<file path="src/rtl/sha256_compress_core.sv">
// ---------------------------------------------------------------------------
// sha256_compress_core
//   SHA-256 compression of one 512-bit block against an 8-word chaining value.
//   ROUNDS_PER_CYCLE rounds are unrolled per clock. The 16-word message window
//   slides by ROUNDS_PER_CYCLE each clock, and the words it needs next are
//   expanded inside the same unrolled chain.
//
//   Optional build macro: SHA256_NONCE_INSERT_EN
//     defined   : captured W[NONCE_IDX] is taken from the nonce port.
//     undefined : nonce port unused; W[NONCE_IDX] comes from msg.
//
// Ports
//   clk        rising-edge clock
//   reset_n    asynchronous active-low reset
//   in_valid   block + chaining value present
//   in_ready   core can accept a block (IDLE)
//   hi[8]      chaining value H0..H7 (index 0 = H0)
//   msg[16]    padded message words W0..W15 (index 0 = W0)
//   nonce      nonce word (nonce-insert build only)
//   out_valid  digest valid, held until accepted
//   out_ready  downstream accepts the digest
//   ho[8]      digest words (index 0 = first digest word)
//   busy       high while rounds or the final add are in progress
// ---------------------------------------------------------------------------
module sha256_compress_core #(
    parameter int ROUNDS_PER_CYCLE = 1,
    parameter int NONCE_IDX        = 3
) (
    input  logic              clk,
    input  logic              reset_n,
    input  logic              in_valid,
    output logic              in_ready,
    input  logic [7:0][31:0]  hi,
    input  logic [15:0][31:0] msg,
    input  logic [31:0]       nonce,
    output logic              out_valid,
    input  logic              out_ready,
    output logic [7:0][31:0]  ho,
    output logic              busy
);

    localparam int R = ROUNDS_PER_CYCLE;

`ifdef SHA256_NONCE_INSERT_EN
    localparam bit NONCE_EN = 1'b1;
`else
    localparam bit NONCE_EN = 1'b0;
`endif

    localparam logic [31:0] K [64] = '{
        32'h428a2f98, 32'h71374491, 32'hb5c0fbcf, 32'he9b5dba5, 32'h3956c25b, 32'h59f111f1, 32'h923f82a4, 32'hab1c5ed5,
        32'hd807aa98, 32'h12835b01, 32'h243185be, 32'h550c7dc3, 32'h72be5d74, 32'h80deb1fe, 32'h9bdc06a7, 32'hc19bf174,
        32'he49b69c1, 32'hefbe4786, 32'h0fc19dc6, 32'h240ca1cc, 32'h2de92c6f, 32'h4a7484aa, 32'h5cb0a9dc, 32'h76f988da,
        32'h983e5152, 32'ha831c66d, 32'hb00327c8, 32'hbf597fc7, 32'hc6e00bf3, 32'hd5a79147, 32'h06ca6351, 32'h14292967,
        32'h27b70a85, 32'h2e1b2138, 32'h4d2c6dfc, 32'h53380d13, 32'h650a7354, 32'h766a0abb, 32'h81c2c92e, 32'h92722c85,
        32'ha2bfe8a1, 32'ha81a664b, 32'hc24b8b70, 32'hc76c51a3, 32'hd192e819, 32'hd6990624, 32'hf40e3585, 32'h106aa070,
        32'h19a4c116, 32'h1e376c08, 32'h2748774c, 32'h34b0bcb5, 32'h391c0cb3, 32'h4ed8aa4a, 32'h5b9cca4f, 32'h682e6ff3,
        32'h748f82ee, 32'h78a5636f, 32'h84c87814, 32'h8cc70208, 32'h90befffa, 32'ha4506ceb, 32'hbef9a3f7, 32'hc67178f2
    };

    typedef enum logic [1:0] {IDLE, ROUND, FINAL, DONE} state_t;

    function automatic logic [31:0] ror(input logic [31:0] x, input int n);
        return (x >> n) | (x << (32 - n));
    endfunction

    function automatic logic [31:0] ssig0(input logic [31:0] x);
        return ror(x, 7) ^ ror(x, 18) ^ (x >> 3);
    endfunction

    function automatic logic [31:0] ssig1(input logic [31:0] x);
        return ror(x, 17) ^ ror(x, 19) ^ (x >> 10);
    endfunction

    // Working state is packed a..h at indices 0..7.
    function automatic logic [7:0][31:0] sha_round(input logic [7:0][31:0] s,
                                                   input logic [31:0] k,
                                                   input logic [31:0] w);
        logic [31:0]      t1;
        logic [31:0]      t2;
        logic [7:0][31:0] r;
        t1 = s[7] + (ror(s[4], 6) ^ ror(s[4], 11) ^ ror(s[4], 25))
                  + ((s[4] & s[5]) ^ (~s[4] & s[6])) + k + w;
        t2 = (ror(s[0], 2) ^ ror(s[0], 13) ^ ror(s[0], 22))
           + ((s[0] & s[1]) ^ (s[0] & s[2]) ^ (s[1] & s[2]));
        r[0] = t1 + t2;
        r[1] = s[0];
        r[2] = s[1];
        r[3] = s[2];
        r[4] = s[3] + t1;
        r[5] = s[4];
        r[6] = s[5];
        r[7] = s[6];
        return r;
    endfunction

    state_t            state_q, state_d;
    logic [6:0]        round_q;
    logic [7:0][31:0]  h_q;
    logic [7:0][31:0]  st_q;
    logic [15:0][31:0] w_q;

    logic [15:0][31:0] capt_w;
    logic [31:0]       w_ext [16 + R];
    logic [7:0][31:0]  st_round;
    logic              accept;
    logic              last_step;

    assign accept    = in_valid && (state_q == IDLE);
    assign last_step = (7'(round_q + 7'(R)) == 7'd64);

    // Block capture, with optional nonce substitution.
    always_comb begin
        for (int i = 0; i < 16; i++) begin
            capt_w[i] = (NONCE_EN && i == NONCE_IDX) ? nonce : msg[i];
        end
    end

    // Unrolled rounds: round j consumes w_ext[j]; words 16.. are expanded
    // just ahead of the chain so the window can slide by R.
    always_comb begin
        for (int i = 0; i < 16; i++) begin
            w_ext[i] = w_q[i];
        end
        for (int j = 0; j < R; j++) begin
            w_ext[16 + j] = w_ext[j] + ssig0(w_ext[j + 1]) + w_ext[j + 9] + ssig1(w_ext[j + 14]);
        end
        st_round = st_q;
        for (int j = 0; j < R; j++) begin
            st_round = sha_round(st_round, K[6'(round_q[5:0] + 6'(j))], w_ext[j]);
        end
    end

    // Next-state and status outputs.
    always_comb begin
        state_d  = state_q;
        in_ready = 1'b0;
        busy     = 1'b0;
        unique case (state_q)
            IDLE: begin
                in_ready = 1'b1;
                if (in_valid) state_d = ROUND;
            end
            ROUND: begin
                busy = 1'b1;
                if (last_step) state_d = FINAL;
            end
            FINAL: begin
                busy    = 1'b1;
                state_d = DONE;
            end
            DONE: begin
                if (out_ready) state_d = IDLE;
            end
            default: state_d = IDLE;
        endcase
    end

    // NOTE: sequential state uses non-blocking assignments so every register
    // samples pre-edge values regardless of block evaluation order.
    always_ff @(posedge clk or negedge reset_n) begin
        if (!reset_n) begin
            state_q   <= IDLE;
            round_q   <= '0;
            out_valid <= 1'b0;
            ho        <= '0;
        end else begin
            state_q <= state_d;
            if (accept) round_q <= '0;
            else if (state_q == ROUND) round_q <= 7'(round_q + 7'(R));
            if (state_q == FINAL) begin
                out_valid <= 1'b1;
                for (int i = 0; i < 8; i++) ho[i] <= h_q[i] + st_q[i];
            end else if (state_q == DONE && out_ready) begin
                out_valid <= 1'b0;
            end
        end
    end

    // NOTE: the datapath registers carry no reset; every block fully reloads
    // them on accept before any value is consumed, and an aborted block is
    // discarded by the control FSM.
    always_ff @(posedge clk) begin
        if (accept) begin
            h_q  <= hi;
            st_q <= hi;
            w_q  <= capt_w;
        end else if (state_q == ROUND) begin
            st_q <= st_round;
            for (int i = 0; i < 16; i++) w_q[i] <= w_ext[R + i];
        end
    end

endmodule
</file>
<file path="config.mk">
export PLATFORM = sky130hd
export DESIGN_NAME = sha256_compress_core
export DESIGN_NICKNAME = d
export VERILOG_FILES = /design/src/rtl/sha256_compress_core.sv
export SDC_FILE = /design/constraint.sdc
export NUM_CORES = 2
export LEC_CHECK = 0
export CAP_MARGIN = 15
export CORE_UTILIZATION = 44
export DETAILED_ROUTE_END_ITERATION = 10
export PLACE_DENSITY = 0.77
export SLEW_MARGIN = 15
export SYNTH_ARGS = -nofsm -noshare
export SYNTH_HDL_FRONTEND = slang
export SYNTH_SLANG_ARGS = --single-unit
</file>
<file path="constraint.sdc">
create_clock -name clk -period 48.7 [get_ports clk]
set_input_delay 9.74 -clock clk [delete_from_list [all_inputs] [get_ports clk]]
set_output_delay 9.74 -clock clk [all_outputs]
set_load 0.02 [all_outputs]
</file>
After elaboration in Yosys (flattened, before gate mapping)
Memories as Yosys holds them, arrays and structs flattened.
Index checks and enable logic that the tools add are counted.
{"block": "classes", "magnitude_cmp": 1, "reduce_logical": 7, "mux": 16, "n_eq_ne": 7, "div": 0, "bitwise": 28, "shifts": 0, "multipliers": 0, "add_sub_neg": 19}
{"operator": "$mux 512", "count": 2}
{"operator": "$add 32x32->32", "count": 18}
{"operator": "$mux 256", "count": 2}
{"operator": "$xor 32x32->32", "count": 9}
{"operator": "$and 32x32->32", "count": 5}
{"operator": "$mux 32", "count": 2}
{"operator": "$not 32->32", "count": 1}
{"operator": "$or 10x32->32", "count": 1}
{"operator": "$or 13x32->32", "count": 1}
{"operator": "$or 14x32->32", "count": 1}
{"operator": "$or 15x32->32", "count": 1}
{"operator": "$or 19x32->32", "count": 1}
{"operator": "$or 21x32->32", "count": 1}
{"operator": "$or 25x32->32", "count": 1}
{"operator": "$or 26x32->32", "count": 1}
{"operator": "$or 30x32->32", "count": 1}
{"operator": "$or 7x32->32", "count": 1}
{"operator": "$xor 32x22->32", "count": 1}
{"operator": "$xor 32x29->32", "count": 1}
{"operator": "$mux 7", "count": 2}
{"operator": "$pmux 2 s4", "count": 1}
{"operator": "$add 7x1->7 const B", "count": 1}
{"operator": "$eq 7x7->1 const B", "count": 1}
{"operator": "$ge 7x7->1 const B", "count": 1}
{"operator": "11 further kinds", "count": 21}
{"block": "totals", "romBits": 2048, "latchBits": 0, "register_bits": 1290, "out_inout_bits": 259, "mem_bits_rw": 0, "word_cells": 122, "n_memories": 1, "in_bits": 804}
{"memory": "(no name shown)", "words": 64, "word_bits": 32, "read_ports": 1, "rd_clocked_by_memory_dff": 0, "write_ports": 0, "line": "130", "source": "st_round = sha_round(st_round, K[6'(round_q[5:0] + 6'(j))], w_ext[j]);"}

Longest topological paths before layout
{"block": "logic_depth", "depth_word": 10, "mapped_depth": 41, "ltp_nobuf": 40}

Worst setup path before layout
Ideal clock, no wire load.
{"block": "synth_timing", "path_kind": "input -> register", "from": "input port in_valid", "to": "register st_q[0] (netlist bit), enable pin", "setup_time_ps": 1278, "setup_slack_ps": 19794, "arrival_ps": 27628, "cell_stages": 4, "path_cell_list": "nand2_1 clkbuf_1 clkbuf_1 nand2b_1"}
{"block": "synth_between", "elab_chain_cells": 2}
{"item": "start, declared", "line": "31", "source": "input logic in_valid,"}
{"item": "$logic_and 1x1->1", "line": "109", "source": "assign accept = in_valid && (state_q == IDLE);"}
{"item": "$reduce_bool 2->1 (no line)"}
{"item": "end signal, assigned", "line": "186", "source": "st_q <= hi;"}
{"item": "end signal, assigned", "line": "189", "source": "st_q <= st_round;"}
{"item": "end, declared", "line": "100", "source": "logic [7:0][31:0] st_q;"}
No other way between the ends.
A chain may end at the register's enable or synchronous reset.

Worst setup path after layout
{"block": "layout_timing", "from": "input port in_valid", "to": "register w_q, in the netlist w_ext[287], enable pin"}
{"block": "layout_between", "elab_chain_cells": 2}
{"item": "$logic_and 1x1->1", "line": "109"}
{"item": "$reduce_bool 2->1 (no line)"}
{"item": "end signal, assigned", "line": "187", "source": "w_q <= capt_w;"}
{"item": "end, declared", "line": "101", "source": "logic [15:0][31:0] w_q;"}
No other way between the ends.

==> impl_metrics.ini <==
[clocking]
numCtsBuffers = 144
hold_buffers = 0
clock_latency_ns = 0.81
htreeDepth = 4
clock_path_buffers = 3
post_cts.repair.setup_buffers = 0
cts_tree = done
clock-sinks = 1290
clockRootBuffer = clkbuf_16
ctsResizeCount = 0
clkSlewWorstSetupHoldPaths_ns = 0.06

[placement]
globalplace.congestion = 0.994
numPortBuffers = 1030
dp_hpwl_um = 237000
dp.cells = 10900

[synth]
yosys.area.top_type = edfxtp_1
syn_inst = 7859
syn_avg_cell_area_sq_um = 9.89
synth_seq_cells = 1290
yosys_warnings = 0
syn_area_sq_mm = 0.0777
yosysSeqAreaShare = 0.481
synth_edf_count = 1024
synth.distinct_cells = 86
synthTopCellsByArea = edfxtp_1 (40%), nand2_1 (11%), dfrtp_1 (8.6%)
synthArstFlopShare = 0.206
synth_top_area_frac = 0.396
synth_ff_type = edfxtp_1
synth.net_count = 9251

[worst_setup_path]
r2r.worst_path.cells = 38
critPathCaptureType = flip-flop
critical_path_class = in2reg
timing.rr.end = st_q[31]$_DFFE_PP_
reg2reg_from = round_q[1]$_DFFE_PN0P_
required_ns = 49.11
critPathLaunchType = primary input
worstPathArrival_ns = 15.49
r2r_slack_ns = 37.66
critPathMaxFanout = 133

[final_layout]
final_cell_mix = nand2_1 (2,288), clkdlybuf4s50_1 (1,029), edfxtp_1 (1,024), inv_1 (427), ha_1 (392)
drive_gt1_frac = 0.0574
utilization = 0.545
layout.cells.non_filler = 11300
area_delta_synth_final_pct = 22.4
fin_nets = 10200
layout_commonest_cell = nand2_1
n_fill_cell = 15300

[floorplan]
row_count = 153
die_h_um = 422
die_w_um = 422
core_region_area_sq_mm = 0.175
ioPinCount = 1063
dieArea_sq_mm = 0.178
start_util = 0.445

[hold_path]
min_path_cells = 2
hp-class = reg2reg
hold_path_end = out_valid$_DFFE_PN0P_
hold_start = out_valid$_DFFE_PN0P_

[sta]
hold_viol_final = 0
slew_viol_final = 0
maxSlewHeadroom = 0.222
setup_viol = 0
tns_ns = 0
skew_ns = 0.0335
period_share = 0.310
tightest_slew_ns = 1.17
min_period_ns = 15.08
rsz0062_at_grt = no
max_freq_ghz = 0.0663

[routing]
dr.first_iter.drc_count = 7518
drc = 0
post_drt_via_cell_ratio = 5.71
drt_pre_antenna_iters = 6
antenna_left = 0
routed_wirelength_um = 301000
wl_per_cell_um = 26.8
vias = 64300

[status]
status = finished clean

[grt]
grt_pass1_vias = 61100
grt_usage = 0.328
grt_max_degree = 231
gr-total-overflow = 0
antenna_found_initial = 58
grt_pass1_wl_um = 422000

[job]
maxCapViolCount = 0
sequential cells by signal (all words and copies together) (netlist names):
register   flops
h_q          256
ho           256
out_valid      1
round_q        7
st_q         256
state_q        2
w_ext        512
Yosys cell counts, types with 12 or more instances:
master,count
a211o_1,18
a211oi_1,50
a21boi_0,22
a21o_1,191
a21oi_1,376
a311oi_1,15
a31oi_1,39
a41oi_1,12
and2_1,15
and3_1,26
buf_1,23
clkbuf_1,319
dfrtp_1,266
edfxtp_1,1024
fa_1,195
ha_1,393
inv_1,429
mux2_2,167
mux2i_1,33
nand2_1,2289
nand2b_1,70
nand3_1,65
nand4_1,23
nor2_1,329
nor2b_1,49
nor3_1,86
o2111ai_1,13
o211ai_1,27
o21a_1,72
o21ai_0,346
o21ai_1,13
o21bai_1,32
o22ai_1,13
o31ai_1,48
or3_1,24
xnor2_1,352
xor2_1,199
worst max path at each step:
stage / from / to
after detailed placement: in_valid / w_ext[148]$_DFFE_PP_
final: in_valid / w_ext[287]$_DFFE_PP_
after global routing: in_valid / w_ext[168]$_DFFE_PP_
after global placement: in_valid / w_ext[177]$_DFFE_PP_
after CTS: in_valid / w_ext[218]$_DFFE_PP_
after floorplan: in_valid / st_q[0]$_DFFE_PP_
kinds of logic (layout without fill, tap and decap cells):
kind of cell             count (synthesis)  after routing  share of synthesized area
AND/OR/NAND/NOR                       3029           3029                      0.158
adder cells (fa/ha/maj)                592            592                      0.114
AO/OA/AOI/OAI                         1418           1418                      0.117
multiplexers                           204            204                     0.0296
buffers and inverters                  774           1795                     0.0374
flip-flops                            1290           1290                      0.481
XOR/XNOR                               552            552                     0.0624
other                                    0             46                          0
worst max-delay path, cell delays in order:
cell and delay [ns]:
clkdlybuf4s50_1 0.52, nand2_4 0.27, buf_4 0.48, nand2b_4 0.92, buf_12 0.50, buf_4 0.93, buf_4 0.79, buf_4 0.95
metal layers:
metal  share of wire  track usage
met5         0.00033            0
met4           0.063        0.189
met3           0.087       0.0655
met2            0.46        0.514
met1            0.39        0.422
through the flow:
step	cell area (sq um)	hold WS, ns	setup WS [ns]
global route	95100	0.501	33.33
finish	95100	0.479	33.62
global placement	90200	0.464	32.84
CTS	95000	0.482	33.68
detailed placement	90200	0.467	32.82
floorplan	77700	0.491	19.79
layout make-up:
cell class,instances,area (sq um),share of cell area
diodes,46,115,0.00121
clock buffers,186,3990,0.0419
inverters,432,1630,0.0172
repair buffers,1095,10900,0.114
well taps,2325,2910,0.0306
multi-input cells,5795,37400,0.393
flip-flops and latches,1290,37400,0.393
clock inverters,82,785,0.00825
Power is not shown: default switching activity piles up to over one toggle a cycle in this logic, so the estimate is an artifact.
